### src/rtl/rsa_pkg.sv
// Shared types for the modular-exponentiation sequencer and its per-multiply sub-sequencer.
package rsa_pkg;

    typedef enum logic [2:0] {
        ST_IDLE, ST_PRE, ST_SCAN, ST_SQ, ST_MUL, ST_POST, ST_FIX, ST_DONE
    } state_t;

    typedef enum logic [2:0] {
        PH_IDLE, PH_CLR, PH_LOAD, PH_RUN, PH_LDR, PH_CAP
    } phase_t;

    typedef enum logic [2:0] {
        OP_NONE, P_R2, X_X, X_PBAR, X_ONE
    } opsel_t;

    function automatic opsel_t op_sel(input state_t st);
        opsel_t s;
        s = OP_NONE;
        case (st)
            ST_PRE:  s = P_R2;
            ST_SQ:   s = X_X;
            ST_MUL:  s = X_PBAR;
            ST_POST: s = X_ONE;
            default: s = OP_NONE;
        endcase
        return s;
    endfunction

endpackage

### src/rtl/mmm_seq.sv
// Single Montgomery-multiply sequencer: CLR, LOAD, RUN x MMM_CYCLES, LDR, CAP.
// state   | meaning
// PH_IDLE | no multiply in flight
// PH_CLR  | multiplier held in reset
// PH_LOAD | operands loaded, first enable
// PH_RUN  | enable held while the down-counter runs to zero
// PH_LDR  | multiplier result register loaded
// PH_CAP  | result valid on mmm_r; a new go chains straight into CLR
module mmm_seq
    import rsa_pkg::*;
#(
    parameter int MMM_CYCLES = 9
) (
    input  logic clk,
    input  logic rst,
    input  logic go,
    output logic cap,
    output logic idle,
    output logic mmm_en,
    output logic mmm_rst_n,
    output logic mmm_ld_a,
    output logic mmm_ld_r
);

    localparam int CW = $clog2(MMM_CYCLES + 1);

    phase_t phase, phase_nx;
    logic [CW-1:0] cnt, cnt_nx;

    assign cap  = (phase == PH_CAP);
    assign idle = (phase == PH_IDLE);

    always_comb begin
        phase_nx = phase;
        cnt_nx   = cnt;
        case (phase)
            PH_IDLE: if (go) phase_nx = PH_CLR;
            PH_CLR:  phase_nx = PH_LOAD;
            PH_LOAD: begin
                phase_nx = PH_RUN;
                cnt_nx   = CW'(MMM_CYCLES - 1);
            end
            PH_RUN: begin
                if (cnt == '0) phase_nx = PH_LDR;
                else           cnt_nx   = cnt - CW'(1);
            end
            PH_LDR:  phase_nx = PH_CAP;
            PH_CAP:  phase_nx = go ? PH_CLR : PH_IDLE;
            default: phase_nx = PH_IDLE;
        endcase
    end

    // Strobes are registered from the next phase so they line up with the phase register.
    always_ff @(posedge clk) begin
        if (rst) begin
            phase     <= PH_IDLE;
            cnt       <= '0;
            mmm_en    <= 1'b0;
            mmm_rst_n <= 1'b0;
            mmm_ld_a  <= 1'b0;
            mmm_ld_r  <= 1'b0;
        end else begin
            phase     <= phase_nx;
            cnt       <= cnt_nx;
            mmm_en    <= (phase_nx == PH_LOAD) || (phase_nx == PH_RUN);
            mmm_rst_n <= (phase_nx != PH_CLR);
            mmm_ld_a  <= (phase_nx == PH_LOAD);
            mmm_ld_r  <= (phase_nx == PH_LDR);
        end
    end

endmodule

### src/rtl/rsa_exp_ctrl.sv
// Left-to-right square-and-multiply sequencer in the Montgomery domain, driving one multiplier.
// Define RSA_EXP_SKIP_LZ_EN to skip leading zero exponent bits (not constant-time).
// state   | meaning
// ST_IDLE | waiting for start, operands latched on accept
// ST_PRE  | Pbar = MMM(P, r2_mod)
// ST_SCAN | skip leading zero exponent bits (skip build only)
// ST_SQ   | X = MMM(X, X)
// ST_MUL  | X = MMM(X, Pbar)
// ST_POST | X = MMM(X, 1), leave the Montgomery domain
// ST_FIX  | final conditional subtract of M
// ST_DONE | one cycle before the done pulse
module rsa_exp_ctrl
    import rsa_pkg::*;
#(
    parameter int WIDTH      = 8,
    parameter int MMM_CYCLES = WIDTH + 1
) (
    input  logic             clk,
    input  logic             rst,
    input  logic             start,
    input  logic [WIDTH-1:0] plain,
    input  logic [WIDTH-1:0] exponent,
    input  logic [WIDTH-1:0] modulus,
    input  logic [WIDTH-1:0] r_mod,
    input  logic [WIDTH-1:0] r2_mod,
    output logic             busy,
    output logic             done,
    output logic [WIDTH-1:0] result,
    output logic             mmm_en,
    output logic             mmm_rst_n,
    output logic             mmm_ld_a,
    output logic             mmm_ld_r,
    output logic             mmm_lock,
    output logic [WIDTH-1:0] mmm_a,
    output logic [WIDTH-1:0] mmm_b,
    output logic [WIDTH-1:0] mmm_m,
    input  logic [WIDTH-1:0] mmm_r
);

    localparam int IW = (WIDTH > 1) ? $clog2(WIDTH) : 1;

    state_t state, state_nx;
    logic [WIDTH-1:0] p_q, e_q, m_q, r1_q, r2_q, pbar_q, x_q;
    logic [WIDTH-1:0] p_nx, e_nx, m_nx, r1_nx, r2_nx, pbar_nx, x_nx, result_nx;
    logic [WIDTH-1:0] a_nx, b_nx, x_fix;
    logic [IW-1:0]    idx, idx_nx, idx_dn;
    logic             go, cap, seq_idle;

    mmm_seq #(.MMM_CYCLES(MMM_CYCLES)) u_seq (
        .clk       (clk),
        .rst       (rst),
        .go        (go),
        .cap       (cap),
        .idle      (seq_idle),
        .mmm_en    (mmm_en),
        .mmm_rst_n (mmm_rst_n),
        .mmm_ld_a  (mmm_ld_a),
        .mmm_ld_r  (mmm_ld_r)
    );

    assign idx_dn = idx - IW'(1);
    assign x_fix  = (x_q >= m_q) ? (x_q - m_q) : x_q;

    // go is raised on the capture cycle of one multiply so the next CLR follows with no gap.
    always_comb begin
        state_nx  = state;
        go        = 1'b0;
        p_nx      = p_q;
        e_nx      = e_q;
        m_nx      = m_q;
        r1_nx     = r1_q;
        r2_nx     = r2_q;
        pbar_nx   = pbar_q;
        x_nx      = x_q;
        result_nx = result;
        idx_nx    = idx;
        case (state)
            ST_IDLE: begin
                if (start) begin
                    p_nx     = plain;
                    e_nx     = exponent;
                    m_nx     = modulus;
                    r1_nx    = r_mod;
                    r2_nx    = r2_mod;
                    state_nx = ST_PRE;
                end
            end
            ST_PRE: begin
                if (seq_idle) go = 1'b1;
                if (cap) begin
                    pbar_nx = mmm_r;
                    x_nx    = r1_q;
                    idx_nx  = IW'(WIDTH - 1);
`ifdef RSA_EXP_SKIP_LZ_EN
                    if (e_q == '0) begin
                        state_nx = ST_POST;
                        go       = 1'b1;
                    end else if (e_q[WIDTH-1]) begin
                        state_nx = ST_SQ;
                        go       = 1'b1;
                    end else begin
                        state_nx = ST_SCAN;
                    end
`else
                    state_nx = ST_SQ;
                    go       = 1'b1;
`endif
                end
            end
            ST_SCAN: begin
`ifdef RSA_EXP_SKIP_LZ_EN
                idx_nx = idx_dn;
                if (e_q[idx_dn]) begin
                    state_nx = ST_SQ;
                    go       = 1'b1;
                end
`else
                state_nx = ST_SQ;
                go       = 1'b1;
`endif
            end
            ST_SQ: begin
                if (cap) begin
                    x_nx = mmm_r;
                    go   = 1'b1;
                    if (e_q[idx])          state_nx = ST_MUL;
                    else if (idx == '0)    state_nx = ST_POST;
                    else                   idx_nx   = idx_dn;
                end
            end
            ST_MUL: begin
                if (cap) begin
                    x_nx = mmm_r;
                    go   = 1'b1;
                    if (idx == '0) begin
                        state_nx = ST_POST;
                    end else begin
                        idx_nx   = idx_dn;
                        state_nx = ST_SQ;
                    end
                end
            end
            ST_POST: begin
                if (cap) begin
                    x_nx     = mmm_r;
                    state_nx = ST_FIX;
                end
            end
            ST_FIX: begin
                result_nx = x_fix;
                state_nx  = ST_DONE;
            end
            ST_DONE: state_nx = ST_IDLE;
            default: state_nx = ST_IDLE;
        endcase
    end

    // Operands follow the next state so they are already stable when CLR begins.
    always_comb begin
        a_nx = '0;
        b_nx = '0;
        case (op_sel(state_nx))
            P_R2:   begin a_nx = p_nx; b_nx = r2_nx;     end
            X_X:    begin a_nx = x_nx; b_nx = x_nx;      end
            X_PBAR: begin a_nx = x_nx; b_nx = pbar_nx;   end
            X_ONE:  begin a_nx = x_nx; b_nx = WIDTH'(1); end
            default: begin a_nx = '0; b_nx = '0; end
        endcase
    end

    always_ff @(posedge clk) begin
        if (rst) begin
            state    <= ST_IDLE;
            p_q      <= '0;
            e_q      <= '0;
            m_q      <= '0;
            r1_q     <= '0;
            r2_q     <= '0;
            pbar_q   <= '0;
            x_q      <= '0;
            idx      <= '0;
            result   <= '0;
            busy     <= 1'b0;
            done     <= 1'b0;
            mmm_lock <= 1'b0;
            mmm_a    <= '0;
            mmm_b    <= '0;
            mmm_m    <= '0;
        end else begin
            state    <= state_nx;
            p_q      <= p_nx;
            e_q      <= e_nx;
            m_q      <= m_nx;
            r1_q     <= r1_nx;
            r2_q     <= r2_nx;
            pbar_q   <= pbar_nx;
            x_q      <= x_nx;
            idx      <= idx_nx;
            result   <= result_nx;
            busy     <= (state_nx != ST_IDLE);
            done     <= (state == ST_DONE);
            mmm_lock <= (state_nx == ST_IDLE) || (state_nx == ST_DONE);
            mmm_a    <= a_nx;
            mmm_b    <= b_nx;
            mmm_m    <= m_nx;
        end
    end

endmodule

### config.mk
export PLATFORM = sky130hd
export DESIGN_NAME = rsa_exp_ctrl
export DESIGN_NICKNAME = d
export VERILOG_FILES = /design/src/rtl/rsa_pkg.sv /design/src/rtl/mmm_seq.sv /design/src/rtl/rsa_exp_ctrl.sv
export SDC_FILE = /design/constraint.sdc
export NUM_CORES = 1
export LEC_CHECK = 0
export CORE_MARGIN = 3
export CORE_UTILIZATION = 48
export CTS_BUF_LIST = sky130_fd_sc_hd__clkbuf_8
export DETAILED_ROUTE_END_ITERATION = 7
export GPL_ROUTABILITY_DRIVEN = 1
export PLACE_DENSITY = 0.78
export SLEW_MARGIN = 5
export SYNTH_ARGS = -nofsm -noshare
export SYNTH_HDL_FRONTEND = slang
export SYNTH_SLANG_ARGS = --single-unit
export TNS_END_PERCENT = 100
### constraint.sdc
create_clock -name clk -period 2.7 [get_ports clk]
set_clock_uncertainty 0.1 [all_clocks]
set_input_delay 0.405 -clock clk [delete_from_list [all_inputs] [get_ports clk]]
set_output_delay 0.405 -clock clk [all_outputs]
set_load 0.005 [all_outputs]
# Word-level counts from Yosys, hierarchy flattened
# Cells that the tools add are included.
# W data, S select, Z words.
# word_totals
register_bits	100
inputBits	51
output_inout_bits	39
word_cells	112
# op_classes
n_addsub	3
magnitude_cmp	2
n_eq_ne	30
n_mux	40
reduce_logical	16
# op_table
cell	count
$mux W8	9
$mux W3	15
$eq A3 B3 Y1 const B	11
$pmux W8 S2	2
$pmux W8 S4	1
$eq A3 B2 Y1 const B	9
$pmux W3 S8	1
$pmux W3 S6	1
$eq A3 B1 Y1 const B	4
$logic_not A3 Y1	4
$pmux W3 S4	1
$ne A2 B2 Y1 const B	5
$pmux W3 S3	1
$ge A8 B8 Y1	1
$pmux W4 S2	1
$sub A8 B8 Y8	1
$reduce_bool A3 Y1	2
$reduce_or A3 Y1	2
$mux W1	5
$reduce_and A5 Y1	1
$logic_not A4 Y1	1
$lt A3 B4 Y1 const B	1
$mux W4	1
$reduce_and A2 Y1	2
8 further kinds	9

# Logic depth before layout (Yosys ltp)
# logic_depth
word_depth	10
mapped_depth	10
mapped_depth_nobuf	10

# Hierarchy
# From an unflattened synthesis, not the netlist that was laid out.
# hier_totals
hier_cells	542
area_unflattened_um2	4598.2
# by_module_without_submodules
module	n_inst	cells_per_inst	area_each_um2	seq_area_each_um2
rsa_exp_ctrl	1	486	4062.6	1781.7
mmm_seq	1	56	535.5	220.2

# Worst setup path after synthesis
# OpenSTA, ideal clock, no wires.
# synth_timing
kind	register -> register
from	reg m_q[0]
to	reg result[0]
setup_time_ns	0.086
t_arrival_ns	2.424
slack_ns	0.091
path_stages_with_launch	10
path_buffers	0
period_less_slack_ns	2.609
path_cell_list	dfxtp_1 > ha_1 > fa_1 > nor2b_1 > o31a_1 > o21ai_0 > a21o_1 > a21oi_2 > mux2_2 > a211oi_1
# synth_between
elab_chain_len	2
word_cells_on_any_way	3
classes_between	add/sub: 1; order compare: 1; mux: 1
# synth_lines
item	line	text
start, declared	rsa_exp_ctrl.sv:43	logic [WIDTH-1:0] p_q, e_q, m_q, r1_q, r2_q, pbar_q, x_q;
start signal, assigned	rsa_exp_ctrl.sv:193	m_q <= m_nx;
$sub A8 B8 Y8 or $ge A8 B8 Y1 (tied branches)	rsa_exp_ctrl.sv:62	assign x_fix = (x_q >= m_q) ? (x_q - m_q) : x_q;
$mux W8 (*)	rsa_exp_ctrl.sv:62	
end signal, assigned	rsa_exp_ctrl.sv:199	result <= result_nx;
end, declared	rsa_exp_ctrl.sv:28	output logic [WIDTH-1:0] result,
# Every way passes the cells marked *; elsewhere a longest branch is shown, timed or not.
# A chain may end at the register's enable or synchronous reset.

# Worst setup path after layout
# layout_timing
from	reg x_q[0]
to	reg result[0]
# layout_between
elab_chain_len	2
word_cells_on_any_way	3
classes_between	add/sub: 1; order compare: 1; mux: 1
# layout_lines
item	line	text
start, declared	rsa_exp_ctrl.sv:43	
start signal, assigned	rsa_exp_ctrl.sv:197	x_q <= x_nx;
$sub A8 B8 Y8 or $ge A8 B8 Y1 (tied branches)	rsa_exp_ctrl.sv:62	
$mux W8 (*)	rsa_exp_ctrl.sv:62	
# Marks and branches as above.

==> flow_summary.json <==
{
  "period_share": 0.9329,
  "cts.sinks": 100,
  "slew_viol_final": 0,
  "syn_inst": 520,
  "drive_above_1_share": 0.09416,
  "path_class": "register to register",
  "grt_antenna_before_repair": 0,
  "diodes": 0,
  "setup_viol": 0,
  "cts_max_level": 3,
  "clkLatencyLatePin_ns": 0.38,
  "max_freq_mhz": 397.0,
  "r2r_start": "x_q[0]$_SDFF_PP0_",
  "required_ns": 2.91,
  "port-buffer-count": 89,
  "die-area_sq_um": 10650,
  "ys.flop_type": "dfxtp_1",
  "rrSetupSlack_ns": 0.18,
  "path_cells": "inv_1, ha_1, fa_2, nor2b_2, o31a_1, o21ai_1, a21o_1, a21oi_4, mux2_2, a211oi_2",
  "max_stage_delay_ns": 0.37,
  "num-fill-cells": 772,
  "synth.distinct_cells": 55,
  "startpoint_type": "register",
  "hold_buffers": 0,
  "drc_errors": 0,
  "hold_path_class": "primary input to register",
  "async_flop_share": 0,
  "syn_area_sq_um": 4534,
  "r2r_cells": 10,
  "nets": 675,
  "vias": 4023,
  "hold_path_depth": 2,
  "core_sq_um": 8934,
  "syn_nets": 584,
  "start_util": 0.5076,
  "synth_edf_count": 0,
  "drtPass1Iterations": 6,
  "dp_hpwl_um": 8805,
  "slew_headroom": 0.6734,
  "wl_um": 11750,
  "grt_pass1_wl_um": 18850,
  "end_kind": "register",
  "tightest_slew_ns": 0.4888,
  "grt_pass1_vias": 3941,
  "syn_area_per_cell_sq_um": 8.720,
  "cts_setup_buffers": 0,
  "status": "complete, no violations",
  "min_period_ns": 2.519,
  "p_per_area_nw_per_um2": 521.0,
  "place_inst": 708,
  "layout.cells.non_filler": 724,
  "rows": 34,
  "holdPathEnd": "r2_q[4]$_SDFF_PP0_",
  "arrival_ns": 2.73,
  "rsz0062_at_grt": "false",
  "avgViaCountPerCell": 5.557,
  "maxCapViolations": 0,
  "io_pins": 90,
  "cp_top_family": "compound AO/OA/AOI/OAI gates",
  "clk_pin_slew_ns": 0.11,
  "grt_max_degree": 33,
  "ys.warnings.count": 0,
  "fin_tns_setup_ns": 0,
  "p_total_mw": 3.035,
  "cts_buffer_depth": 2,
  "cts_tree": "done",
  "slowest_stage": "fa_2",
  "wl_per_cell_um": 16.23,
  "crit_fanout": 4,
  "rr_endpoint": "result[0]$_SDFFE_PP0N_",
  "ir_drop_uv": 264.8,
  "cts_root_buf": "clkbuf_8",
  "grt_overflow": 0,
  "synth-seq-cells": 100,
  "path_buf_inv": 1,
  "cts_buffers": 9,
  "min_from": "rst",
  "leakagePower_nw": 2.216,
  "final-hold-violation-count": 0,
  "dieWidth_um": 103.2,
  "yosysSeqAreaShare": 0.4415,
  "drt_first_iter_violations": 204,
  "die_h_um": 103.2,
  "gp_congestion": 0.8784,
  "grt_usage": 0.2275,
  "area_growth_pct": 28.45,
  "detail-route-antenna-nets": 0
}
## registers in the layout, summed over array words and instances (netlist names)
| register | count |
|---|---|
| u_seq.mmm_ld_a | 1 |
| busy | 1 |
| done | 1 |
| idx | 3 |
| u_seq.mmm_ld_r | 1 |
| result | 8 |
| r2_q | 8 |
| p_q | 8 |
| x_q | 8 |
| pbar_q | 8 |
| m_q | 8 |
| mmm_lock | 1 |
| e_q | 8 |
| u_seq.phase | 3 |
| mmm_a | 8 |
| r1_q | 8 |
| u_seq.mmm_rst_n | 1 |
| u_seq.mmm_en | 1 |
| mmm_b | 8 |
| u_seq.cnt | 4 |
| state | 3 |
## placed cells by master (no fill, tap or decap), types with 3 or more instances in the layout
cell type,instances
a21oi_1,52
nor3_1,10
mux2_2,3
or3_1,3
nand2b_1,7
nor2b_1,4
o32ai_1,9
clkbuf_8,10
nor3b_1,3
a211oi_1,7
xnor2_1,4
a21o_1,3
nand2_1,78
o21a_1,5
mux2i_1,41
dfxtp_1,100
a22o_1,14
clkdlybuf4s50_1,88
ha_1,12
nor2_1,56
o21ai_0,14
nand3_1,5
inv_1,17
o21ai_1,4
buf_4,24
## cells by family after synthesis
logic type,share of synthesized area
xor+xnor,0.009657
mux,0.1079
compound gates,0.1794
buf+inv,0.04581
flops,0.4415
simple gates,0.1783
fa+ha+maj,0.03753
## worst max-delay path by stage
stage / start / to / slack [ns] / cells after the start
6_report: x_q[0]$_SDFF_PP0_ / result[0]$_SDFFE_PP0N_ / 0.18 / 10
5_1_grt: x_q[0]$_SDFF_PP0_ / result[0]$_SDFFE_PP0N_ / 0.03 / 10
4_1_cts: x_q[0]$_SDFF_PP0_ / result[0]$_SDFFE_PP0N_ / 0.04 / 10
3_5_place_dp: x_q[0]$_SDFF_PP0_ / result[0]$_SDFFE_PP0N_ / 0.03 / 10
3_3_place_gp: x_q[0]$_SDFF_PP0_ / result[0]$_SDFFE_PP0N_ / 0.16 / 10
2_1_floorplan: m_q[0]$_SDFFE_PP0P_ / result[0]$_SDFFE_PP0N_ / 0.09 / 9
## routing by layer
layer  global-route usage  up-vias  part of all wire
li1                     -     1995                 -
met1               0.2903     1881              0.44
met2               0.3922      124              0.50
met3              0.04427       23             0.046
met4              0.06474        0             0.017
met5                    0        -                 0
## stage by stage
stage,area [sq um],hold WS (ns),setup slack (ns),utilization
2_1_floorplan,4534,0.3331,0.09097,-
3_5_place_dp,5600,0.3504,0.02537,0.6269
5_1_grt,5824,0.3459,0.03174,0.6520
6_report,5824,0.3435,0.1811,0.6520
3_3_place_gp,5600,0.3434,0.1560,0.6269
4_1_cts,5814,0.3298,0.04024,0.6508
## what timing repair did
item / in CTS / in global routing
pin swaps: 0 / 2
setup endpoints to repair: 1 / 3
gates resized for setup: 1 / 4
## cell usage after synthesis (2+ instances only)
cell        n  area (sq um)
a22o_1     14         122.6
nand3_1     5         25.02
mux2i_1    41         410.4
ha_1       12         150.1
nor3b_1     3         22.52
a211oi_1    8         60.06
a311oi_1    2         17.52
or3_1       3         18.77
o21a_1      5         37.54
a22oi_1     2         15.01
nor3_1     10         50.05
o21ai_1     3         15.01
dfxtp_1   100          2002
xnor2_1     4         35.03
nor2b_1     5         31.28
nor4_1      2         12.51
o211ai_1    2         15.01
buf_2       7         35.03
a21oi_1    52         260.3
nand3b_1    2         15.01
mux2_2      3         33.78
o32ai_1     9         78.83
mux4_2      2         45.04
nand2b_1    7         43.79
a21o_1      3         22.52
buf_1       7         26.28
nor2_1     56         210.2
clkbuf_1   17         63.81
o21ai_0    15         75.07
nand2_1    78         292.8
inv_1      17         63.81
## cell type report
class	count	area (sq um)	share of cell area
multi-input combinational	370	2351	0.4037
sequential	100	2002	0.3437
timing repair buffer	113	1066	0.1830
clock buffer	10	137.6	0.02363
tap	108	135.1	0.02320
clock inverter	6	68.82	0.01182
inverter	17	63.81	0.01096
## worst reg2reg max path: cells and delay by family, from the launching register on
family | cells | cell delay (ns)
compound gates | 5 | 0.87
fa+ha+maj | 2 | 0.58
mux | 1 | 0.37
buf+inv | 1 | 0.06
flops | 1 | 0.32
simple gates | 1 | 0.14
## where the power goes
part           switching (mW)  internal [mW]  total (mW)  leakage, nW
registers              0.0303           1.54        1.57        0.815
logic                   0.235          0.255       0.490         1.30
clock network           0.590          0.389       0.979        0.101
total                   0.855           2.18        3.03         2.22
Note: power is estimated with default switching activity, not from simulation.
